`src/rtl/sap_pkg.sv`:
```
// Shared constants for the SAP-1 style control sequencer: opcodes, one-hot
// T-states and the packed control word driven onto the datapath.
package sap_pkg;

  localparam int NUM_T = 6;

  typedef enum logic [3:0] {
    OP_LDA = 4'h0,
    OP_ADD = 4'h1,
    OP_SUB = 4'h2,
    OP_OUT = 4'hE,
    OP_HLT = 4'hF
  } opcode_e;

  // T_NONE is the parked ring value once HLT has executed.
  typedef enum logic [NUM_T-1:0] {
    T_NONE = 6'b000000,
    T1     = 6'b000001,
    T2     = 6'b000010,
    T3     = 6'b000100,
    T4     = 6'b001000,
    T5     = 6'b010000,
    T6     = 6'b100000
  } tstate_e;

  typedef struct packed {
    logic pc_inc;
    logic pc_out;
    logic mar_in;
    logic ram_out;
    logic ir_in;
    logic ir_out;
    logic acc_in;
    logic acc_out;
    logic b_in;
    logic alu_sub;
    logic alu_out;
    logic out_in;
  } ctrl_t;

endpackage

```
`src/rtl/ring_counter.sv`:
```
// One-hot T-state ring T1..T6. Dropping enable parks the ring at all-zero,
// which is how the sequencer freezes after HLT until the next reset.
module ring_counter
  import sap_pkg::*;
(
  input  logic             clock,
  input  logic             reset,
  input  logic             enable,
  output logic [NUM_T-1:0] t_state
);

  tstate_e state_q, state_d;

  always_comb begin
    // NOTE: default assigned first so every path writes state_d; no latch.
    state_d = T_NONE;
    if (enable) begin
      unique case (state_q)
        T1:      state_d = T2;
        T2:      state_d = T3;
        T3:      state_d = T4;
        T4:      state_d = T5;
        T5:      state_d = T6;
        T6:      state_d = T1;
        default: state_d = T_NONE;
      endcase
    end
  end

  // NOTE: non-blocking for state; reset is synchronous and wins over enable.
  always_ff @(posedge clock) begin
    if (reset) state_q <= T1;
    else       state_q <= state_d;
  end

  assign t_state = state_q;

endmodule

```
`src/rtl/control_sequencer.sv`:
```
// Moore control unit: decodes the current T-state and opcode into datapath
// control strobes, and latches halted when HLT reaches T4.
module control_sequencer
  import sap_pkg::*;
#(
  parameter int NUM_T = sap_pkg::NUM_T
) (
  input  logic             clock,
  input  logic             reset,
  input  logic [3:0]       opcode,
  output logic             pc_inc,
  output logic             pc_out,
  output logic             mar_in,
  output logic             ram_out,
  output logic             ir_in,
  output logic             ir_out,
  output logic             acc_in,
  output logic             acc_out,
  output logic             b_in,
  output logic             alu_sub,
  output logic             alu_out,
  output logic             out_in,
  output logic [NUM_T-1:0] t_state,
  output logic             halted
);

  ctrl_t ctrl;
  logic  hlt_now;

  assign hlt_now = (t_state == T4) && (opcode == OP_HLT);

  always_ff @(posedge clock) begin
    if (reset)        halted <= 1'b0;
    else if (hlt_now) halted <= 1'b1;
  end

  // The ring parks on the same edge that sets halted, so t_state is zero
  // from the first halted cycle onward.
  ring_counter u_ring (
    .clock   (clock),
    .reset   (reset),
    .enable  (!halted && !hlt_now),
    .t_state (t_state)
  );

  // OUT holds acc_out across T4 and T5: the accumulator's bus driver is
  // registered, so out_in must capture one cycle after acc_out is first seen.
  always_comb begin
    ctrl = '0;
    if (!reset) begin
      case (t_state)
        T1: begin ctrl.pc_out = 1'b1; ctrl.mar_in = 1'b1; end
        T2: ctrl.pc_inc = 1'b1;
        T3: begin ctrl.ram_out = 1'b1; ctrl.ir_in = 1'b1; end
        T4: case (opcode)
          OP_LDA, OP_ADD, OP_SUB: begin ctrl.ir_out = 1'b1; ctrl.mar_in = 1'b1; end
          OP_OUT:                 ctrl.acc_out = 1'b1;
          default:                ;
        endcase
        T5: case (opcode)
          OP_LDA: begin ctrl.ram_out = 1'b1; ctrl.acc_in = 1'b1; end
          OP_ADD: begin ctrl.ram_out = 1'b1; ctrl.b_in = 1'b1; end
          OP_SUB: begin ctrl.ram_out = 1'b1; ctrl.b_in = 1'b1; ctrl.alu_sub = 1'b1; end
          OP_OUT: begin ctrl.acc_out = 1'b1; ctrl.out_in = 1'b1; end
          default: ;
        endcase
        T6: case (opcode)
          OP_ADD: begin ctrl.alu_out = 1'b1; ctrl.acc_in = 1'b1; end
          OP_SUB: begin ctrl.alu_out = 1'b1; ctrl.acc_in = 1'b1; ctrl.alu_sub = 1'b1; end
          default: ;
        endcase
        default: ;
      endcase
    end
  end

  assign pc_inc  = ctrl.pc_inc;
  assign pc_out  = ctrl.pc_out;
  assign mar_in  = ctrl.mar_in;
  assign ram_out = ctrl.ram_out;
  assign ir_in   = ctrl.ir_in;
  assign ir_out  = ctrl.ir_out;
  assign acc_in  = ctrl.acc_in;
  assign acc_out = ctrl.acc_out;
  assign b_in    = ctrl.b_in;
  assign alu_sub = ctrl.alu_sub;
  assign alu_out = ctrl.alu_out;
  assign out_in  = ctrl.out_in;

endmodule

```
`config.mk`:
```
export PLATFORM = sky130hd
export DESIGN_NAME = control_sequencer
export DESIGN_NICKNAME = d
export VERILOG_FILES = /design/src/rtl/sap_pkg.sv /design/src/rtl/ring_counter.sv /design/src/rtl/control_sequencer.sv
export SDC_FILE = /design/constraint.sdc
export NUM_CORES = 1
export LEC_CHECK = 0
export BUFFER_PORTS_ARGS = -buffer_cell sky130_fd_sc_hd__buf_2
export CAP_MARGIN = 10
export CORE_AREA = 4 4 41 43
export CTS_BUF_LIST = sky130_fd_sc_hd__clkbuf_2 sky130_fd_sc_hd__clkbuf_4 sky130_fd_sc_hd__clkbuf_8
export CTS_CLUSTER_DIAMETER = 60
export DETAILED_ROUTE_END_ITERATION = 8
export DIE_AREA = 0 0 45 47
export PLACE_DENSITY_LB_ADDON = 0.08
export RECOVER_POWER = 50
export SLEW_MARGIN = 40
export SYNTH_ARGS = -nofsm -noshare
export SYNTH_HDL_FRONTEND = slang
export SYNTH_SLANG_ARGS = --single-unit
```
`constraint.sdc`:
```
create_clock -name clock -period 1.52 [get_ports clock]
set_clock_uncertainty 0.15 [all_clocks]
set_input_delay 0.076 -clock clock [delete_from_list [all_inputs] [get_ports clock]]
set_output_delay 0.076 -clock clock [all_outputs]
set_load 0.02 [all_outputs]
```
## Word level (Yosys, flattened, before mapping)

Cells that the tools add are included.

- Output and inout port bits: 19
- Input port bits: 6
- Register bits: 7
- Word-level logic and storage cells: 44

- Mux-type cells: 20
- Bitwise logic cells: 1
- Eq/ne operators: 10
- Reduce and logical (&&, ||, !) cells: 10

Operators by type and width:

| operator | number |
|---|---|
| case mux 6 bit (6 select lines) | 1 |
| two-way mux 1 bit | 15 |
| two-way mux 12 bit | 1 |
| equality test 4 bit, second input constant | 2 |
| OR reduction 2 bit | 4 |
| equality test 6 x 1 -> 1 bit, second input constant | 1 |
| equality test 6 x 2 -> 1 bit, second input constant | 1 |
| equality test 6 x 3 -> 1 bit, second input constant | 1 |
| equality test 6 x 4 -> 1 bit, second input constant | 1 |
| equality test 6 x 5 -> 1 bit, second input constant | 1 |
| equality test 6 bit, second input constant | 1 |
| case mux 1 bit (2 select lines) | 3 |
| equality test 4 x 1 -> 1 bit, second input constant | 1 |
| equality test 4 x 2 -> 1 bit, second input constant | 1 |
| zero test 4 bit | 1 |
| OR reduction 3 bit | 1 |
| logical AND 1 bit | 2 |
| zero test 1 bit | 2 |
| NOT 1 bit | 1 |

## Depth between registers and ports, before layout

Gate-level depths: netlist of run 1.

- Word-level depth: 6
- Mapped depth: 3
- Gate-level depth less buffers: 3

## Hierarchy

Synthesis of run 1 repeated with hierarchy kept, for this count alone.

- Cell total of the unflattened synthesis: 58
- Area, all modules: 529.3 µm²

By module, submodules not included:

| module | instances | area an instance (µm²) | seq. area each (µm²) | cells each |
|---|---|---|---|---|
| control_sequencer | 1 | 289.0 | 20.0 | 38 |
| ring_counter | 1 | 240.2 | 120.1 | 20 |

## Worst setup path before layout of run 1

No wires, ideal clock.

- Kind: register -> output
- Start point: register u_ring.state_q[2] (netlist: u_ring.t_state[2])
- End point: output port out_in
- Path buffers: 0
- Stages on the path, launching flop included: 4
- Required time: 1.294 ns
- Path slack: -0.374 ns
- Arrival: 1.668 ns
- Cells stage by stage: dfxtp_1 > nor4_4 > nand3b_4 > nor4_1

- Cells in the longest elaborated chain, start to end: 3

RTL lines:

| what | line | RTL |
|---|---|---|
| from (decl) | ring_counter.sv:12 | `tstate_e state_q, state_d;` |
| from (signal assigned) | ring_counter.sv:33 | `else state_q <= state_d;` |
| equality test 6 x 5 -> 1 bit | control_sequencer.sv:51 | `case (t_state)` |
| two-way mux 1 bit | control_sequencer.sv:51 |  |
| two-way mux 12 bit | control_sequencer.sv:50 | `if (!reset) begin` |
| to (decl) | control_sequencer.sv:22 | `output logic out_in,` |

No other way between the ends.

## Worst setup path in the final report of run 1

- Start point: register u_ring.state_q[1] (netlist: u_ring.t_state[1])
- End point: output port acc_out

- Cells in the longest elaborated chain, start to end: 4
- Elaborated cells on any way between the ends: 5
- Classes of those cells: eq/ne: 2; mux: 2; reduce/logical: 1

RTL lines:

| what | line | RTL |
|---|---|---|
| equality test 6 x 4 -> 1 bit or equality test 6 x 5 -> 1 bit (tied branches) | control_sequencer.sv:51 |  |
| OR reduction 2 bit (no source line) * | - |  |
| two-way mux 1 bit * | - |  |
| two-way mux 12 bit * | control_sequencer.sv:50 |  |
| to (decl) | control_sequencer.sv:18 | `output logic acc_out,` |

Every way passes the cells marked *; elsewhere a longest branch is shown, timed or not.

==> results of run 1 <==
[worst max-delay path by stage]
stage / slack, ns / from / end / cells after the start
3_3_place_gp: -0.04 / u_ring.t_state[1]$_SDFF_PP0_ / acc_out / 4
4_1_cts: -0.28 / u_ring.t_state[2]$_SDFF_PP0_ / acc_out / 4
6_report: -0.27 / u_ring.t_state[1]$_SDFF_PP0_ / acc_out / 4
2_1_floorplan: -0.04 / u_ring.t_state[1]$_SDFF_PP0_ / acc_out / 3
3_5_place_dp: -0.06 / u_ring.t_state[1]$_SDFF_PP0_ / acc_out / 4
5_1_grt: -0.38 / u_ring.t_state[1]$_SDFF_PP0_ / acc_out / 4
[report_power, final]
part / internal (mW) / switching, mW
logic: 0.0475 / 0.0641
registers: 0.183 / 0.00670
clock network: 0.0961 / 0.0701
[metrics by stage]
step / TNS, ns / utilization / std cells
6_report: -1.97 / 0.721 / 112
5_1_grt: -3.00 / 0.721 / 112
4_1_cts: -1.82 / 0.663 / 111
3_5_place_dp: -0.0887 / 0.532 / 102
3_3_place_gp: -0.0445 / 0.532 / 102
2_1_floorplan: -0.0408 / - / 51
[worst register-to-register path: cells and delay by family (launching register included)]
family | cells | cell delay (ns)
AND/OR/NAND/NOR | 3 | 0.63
buffers and inverters | 3 | 0.40
flip-flops | 1 | 0.36
[cell type report]
type                    instances  area share
clock buffers                   3      0.0240
clock inverters                 1     0.00533
multi-input cells              44       0.448
flip-flops and latches          7       0.167
well taps                      15      0.0200
repair buffers                 42       0.336
[placed cells by master, fill, tap and decap left out, types with 4 or more instances in the layout]
master	synthesis	routed
buf_2	0	6
buf_4	0	20
buf_6	0	10
dfxtp_4	0	4
nor2_1	9	4
clkbuf_1	0	6
nand2_1	8	4
nor2_4	0	4
[cells in the mapped netlist]
cell type,n,area [µm²]
xor2_1,1,8.76
a31oi_1,1,6.26
nor4b_1,1,8.76
nand2b_1,2,12.5
or2b_1,1,7.51
and4b_1,1,10.0
nor2b_1,2,12.5
a21oi_1,2,10.0
and4_1,1,8.76
nor3_1,4,20.0
dfxtp_1,7,140
nor4_4,1,21.3
nand3b_4,1,20.0
o22ai_1,2,12.5
a2111oi_4,1,27.5
nand3b_1,1,7.51
nor4b_2,1,15.0
nor4_1,2,12.5
o21bai_1,1,7.51
nor2_1,9,33.8
nand2_1,8,30.0
nor3b_1,1,7.51
[routing by layer]
layer / track usage / vias up / share of wire
li1: - / 283 / -
met1: 0.192 / 272 / 0.41
met2: 0.268 / 21 / 0.52
met3: 0.0460 / 2 / 0.058
met4: 0.0526 / 0 / 0.0094
met5: 0 / - / 0
[flip-flops by register name, summed over array words and instances (netlist names)]
| signal | count |
|---|---|
| halted | 1 |
| u_ring.t_state | 6 |
[cell families (layout without fill, tap and decap cells)]
group | after synthesis | count (layout) | share of synthesized area
and+or+nand+nor | 36 | 36 | 0.517
AOI/OAI and AO/OA | 7 | 7 | 0.145
DFF | 7 | 7 | 0.318
xor gates and xnor gates | 1 | 1 | 0.0199
buffers and inverters | 0 | 46 | 0
[timing repair]
| item | CTS | global route |
|---|---|---|
| setup buffers | 5 | 2 |
| setup endpoints to repair | 12 | 15 |
| pin swaps | 13 | 7 |
| resized for setup | 30 | 19 |
==> run_results.csv, run 1 <==
group,metric,value,unit
setup_path,reg2reg_slack,-0.10,ns
setup_path,rr_worst_depth,6,
setup_path,required,1.29,ns
setup_path,critPathMaxFanout,3,
place,io_buffer_count,24,
floorplan,core-area,1300,µm²
hold_path,holdPathEnd,"halted$_SDFFE_PP0P_",
global_routing,grt_start_max_net_pins,9,
cts,cts_buffers,3,
hold_path,hold_path_depth,2,
outcome,violations,"setup timing",
routing,firstDrtPassIters,4,
pwr,max-vdd-ir-drop,0.656,mV
yosys,ys_seq_area_frac,0.318,
timing,final.period_utilization,1.18,
setup_path,crit_type,"flip-flop to primary output",
job,maxCapViolations,0,
cts,clk_root_buffer_cell,"clkbuf_4",
cts,cts.sinks,7,
cells_and_area,syn2layout_area_growth,113,%
timing,layout_setup_ws,-0.274,ns
cts,insertion_delay,0.25,ns
routing,vias,578,
timing,hold_violations,0,
setup_path,critPathLaunchType,"flip-flop",
pwr,p_per_area,498,nW/µm²
timing,setup_viol,13,
hold_path,min_from,"reset",
outcome,run_status,"complete, but fails checks",
global_routing,overflow,0,
cells_and_area,seqCellArea,156,µm²
global_routing,antenna_found_initial,0,
setup_path,r2r_end,"u_ring.t_state[5]$_SDFF_PP0_",
routing,drt_wl_total,1480,µm
timing,worst_slew_pin_slew,0.294,ns
place,post-place-ws,-0.0551,ns
floorplan,die-height,47,µm
floorplan,rows,13,
routing,detail-route-antenna-nets,0,
setup_path,reg2reg_from,"u_ring.t_state[1]$_SDFF_PP0_",
timing,max_freq,557,MHz
yosys,syn-instance-count,51,
global_routing,grt_usage,0.158,
place,placed_cell_area,692,µm²
setup_path,crit_path_end_kind,"primary output",
cells_and_area,drive_gt1_frac,0.649,
cts,cts_buffer_depth,2,
cts,tritoncts,"yes",
routing,via_per_inst,5.16,
pwr,p_leak,0.397,nW
yosys,syn_area,440,µm²
setup_path,crit_family,"simple AND/OR/NAND/NOR gates",
timing,post-route-min-period,1.79,ns
setup_path,slowest_delay,0.36,ns
yosys,syn_nets,57,
timing,rsz0062_at_grt,"true",
yosys,avgSynthCellArea,8.64,µm²
place,place_congestion,0.738,
cts,hold_buffers,0,
setup_path,path_cells,"nor4_4 -> nand3b_4 -> a2111oi_4 -> buf_4",
setup_path,cp.arrival,1.57,ns
setup_path,cpMaxStageDelayCell,"dfxtp_4",
cts,clk_pin_slew,0.06,ns
cts,cts.htree.levels,1,
timing,drv_slew,0,
routing,wl_per_cell,13.2,µm
pwr,fin_total_pwr,0.467,mW
floorplan,die_w,45,µm
cells_and_area,nets,104,
yosys,synth_seq_cells,7,
cells_and_area,design_area,938,µm²
timing,slew_headroom,0.802,
global_routing,grt_pass1_vias,549,
hold_path,min_path_type,"primary input to flip-flop",
floorplan,initial_core_util,0.338,
setup_path,critical_path_buf_inv_count,1,
place,dp_hpwl,1050,µm
floorplan,io_pins,25,
yosys,synth_cell_types,22,
timing,hold_ws,0.0198,ns
cells_and_area,multi_input_area,420,µm²
global_routing,grt_pass1_wl,2400,µm
routing,drc,0,
cells_and_area,num-fill-cells,95,
cells_and_area,n_antenna_cell,0,
routing,drtIter0Drc,9,
yosys,ys_warn_count,0,
floorplan,die-area,2120,µm²
Power figures use the tool's default switching activity.
==> inputs of run 2 (changes only) <==
- ABC_AREA: default -> 1
- CORE_AREA: 4 4 41 43 -> default
- CORE_MARGIN: default -> 4
- CORE_UTILIZATION: default -> 40
- DIE_AREA: 0 0 45 47 -> default
- SYNTH_HIERARCHICAL: default -> 1
==> run 2 against run 1 <==
Compared with the run above:
- the run now ends clean
- wire length down 3.5%
- area after synthesis up 24%
- cell area down 12%
- register-to-register slack better by 0.24 ns
- global-route usage about the same
- via count up 11%
- sequential cell count unchanged
- sequential power up 3%
- first-iteration DRC count unchanged
- largest power group unchanged
==> run_results.csv, run 2 <==
group,metric,value,unit
floorplan,io_pins,25,
timing,drv_slew,0,
cts,tritoncts,"yes",
timing,post-route-min-period,1.51,ns
cts,clk_pin_slew,0.05,ns
timing,layout_setup_ws,0.0124,ns
setup_path,crit_path_end_kind,"primary output",
timing,worst_slew_pin_slew,0.257,ns
global_routing,grt_usage,0.158,
routing,drtIter0Drc,9,
global_routing,grt_start_max_net_pins,9,
place,io_buffer_count,24,
routing,drt_wl_total,1430,µm
pwr,p_leak,0.365,nW
place,dp_hpwl,1150,µm
cts,cts_buffers,3,
yosys,synthTopCellsByCount,"nor2_1 (19), nand2_1 (14), inv_1 (13), nor2_2 (9), nand3_1 (8)",
pwr,p_sw_frac,0.285,
yosys,ys_warn_count,6,
cts,post-cts-setup-buffers,0,
cells_and_area,syn2layout_area_growth,50.0,%
routing,detail-route-antenna-nets,0,
cts,insertion_delay,0.25,ns
yosys,ys_seq_area_frac,0.256,
timing,setup_viol,0,
job,maxCapViolations,0,
routing,wl_per_cell,10.8,µm
yosys,yosysTopAreaCellShare,0.256,
yosys,yosys.area_share.adder,0,
yosys,synth_cell_types,17,
cts,clk_root_buffer_cell,"clkbuf_4",
yosys,yosys-top-cells-area,"dfxtp_1 (26%), nor2_1 (13%), nor2_2 (10%)",
pwr,p_seq_frac,0.408,
yosys,syn_nets,93,
pwr,power_switching,0.135,mW
cells_and_area,design_area,822,µm²
routing,drc,0,
setup_path,cp.arrival,1.28,ns
place,post-place-ws,0.0704,ns
cells_and_area,largest_reg_flops,6,
routing,vias,644,
cells_and_area,drive_gt1_frac,0.475,
setup_path,critPathLaunchType,"flip-flop",
hold_path,min_path_type,"primary input to flip-flop",
yosys,synthSimpleGateAreaFrac,0.575,
global_routing,antenna_found_initial,0,
yosys,muxShareOfSynthArea,0,
pwr,clkPwrFrac,0.388,
yosys,synth_edf_count,0,
yosys,synth_xor_area_frac,0,
cells_and_area,n_antenna_cell,0,
yosys,synthArstFlopShare,0,
cells_and_area,final_common_cell,"nor2_1",
global_routing,grt_pass1_vias,567,
timing,hold_violations,0,
floorplan,die_w,45.0,µm
global_routing,overflow,0,
global_routing,grt_pass1_wl,2280,µm
pwr,p_per_area,577,nW/µm²
setup_path,required,1.29,ns
timing,max_freq,663,MHz
yosys,yosysTopAreaCell,"dfxtp_1",
setup_path,critPathMaxFanout,5,
yosys,synth_top_family_by_area,"simple AND/OR/NAND/NOR gates",
floorplan,initial_core_util,0.421,
place,place_congestion,0.763,
floorplan,core-area,1300,µm²
cells_and_area,nets,125,
yosys,syn_area,548,µm²
yosys,synth_seq_cells,7,
routing,via_per_inst,4.84,
cts,cts_buffer_depth,2,
floorplan,die-height,45.0,µm
yosys,synth-compound-area-share,0.0731,
pwr,combPwrFrac,0.204,
outcome,run_status,"complete, no violations",
timing,rsz0062_at_grt,"true",
pwr,max-vdd-ir-drop,0.450,mV
setup_path,crit_type,"flip-flop to primary output",
cts,cts.htree.levels,1,
timing,final.period_utilization,0.992,
timing,slew_headroom,0.830,
yosys,synth.most_common_cell,"nor2_1",
pwr,intPower,0.339,mW
place,placed_cell_area,702,µm²
cells_and_area,final_cell_mix,"nor2_1 (17), nand2_1 (13), inv_1 (12)",
yosys,avgSynthCellArea,6.30,µm²
floorplan,rows,13,
routing,firstDrtPassIters,4,
yosys,ys.flop_type,"dfxtp_1",
floorplan,die-area,2030,µm²
cts,cts.sinks,7,
yosys,syn-instance-count,87,
==> run 2: cells by family (layout without fill, tap and decap cells) <==
logic type | Yosys count | in the layout
AND/OR/NAND/NOR | 60 | 60
flip-flops | 7 | 7
buffers and inverters | 14 | 45
AO/OA/AOI/OAI | 6 | 6
==> run 2: routing by layer <==
metal	share of wire	wire length (µm)	track usage	up-vias
li1	-	-	-	338
met1	0.41	580	0.171	281
met2	0.49	708	0.271	20
met3	0.069	99	0.0239	5
met4	0.029	42	0.123	0
met5	0	0	0	-
==> run 2: worst paths after layout <==
path	start	end	slack [ns]	cells past startpoint
max	u_ring/t_state[1]$_SDFF_PP0_	acc_out	0.01	6
min	reset	u_ring/t_state[0]$_SDFF_PP1_	0.01	3
max reg2reg	u_ring/t_state[2]$_SDFF_PP0_	u_ring/t_state[2]$_SDFF_PP0_	0.14	8
min reg2reg	halted$_SDFFE_PP0P_	halted$_SDFFE_PP0P_	0.32	2
==> run 2: power groups by stage <==
stage	clock (mW)	combinational [mW]	sequential (mW)
after floorplan	0	0.0482	0.204
after global placement	0	0.0883	0.197
after detailed placement	0	0.0890	0.198
after CTS	0.195	0.0923	0.196
after global routing	0.206	0.108	0.195
final	0.184	0.0966	0.194
==> run 2: final cells by class <==
| type | instances | area [µm²] |
|---|---|---|
| well taps | 15 | 18.8 |
| flip-flops and latches | 7 | 153 |
| inverters | 14 | 55.1 |
| fillers | 125 | 479 |
| clock buffers | 4 | 30.0 |
| repair buffers | 27 | 178 |
| multi-input cells | 66 | 388 |
==> run 2: worst max-delay path: stages, from the launching register on <==
cell	delay (ns)
dfxtp_4	0.37
inv_4	0.06
nand2_1	0.05
nor2_2	0.15
nand2_2	0.11
a21oi_2	0.13
buf_4	0.15
==> run 2: timing repair <==
item | 4_1_cts | 5_1_grt
hold buffers | 1 | 0
pin swaps | 1 | 3
setup endpoints to repair | 9 | 14
resized for setup | 6 | 24
gates cloned | 0 | 0
hold endpoints to repair | 1 | 0
==> run 2: stage by stage <==
step / power [mW] / hold slack [ns] / cells / TNS, ns / util
4_1_cts: 0.484 / 0.00431 / 133 / -0.135 / 0.579
3_3_place_gp: 0.286 / 0.260 / 128 / 0 / 0.539
5_1_grt: 0.508 / 0.0133 / 133 / -0.355 / 0.632
2_1_floorplan: 0.252 / -0.00493 / 87 / 0 / -
3_5_place_dp: 0.287 / 0.271 / 128 / 0 / 0.539
6_report: 0.474 / 0.0148 / 133 / 0 / 0.632
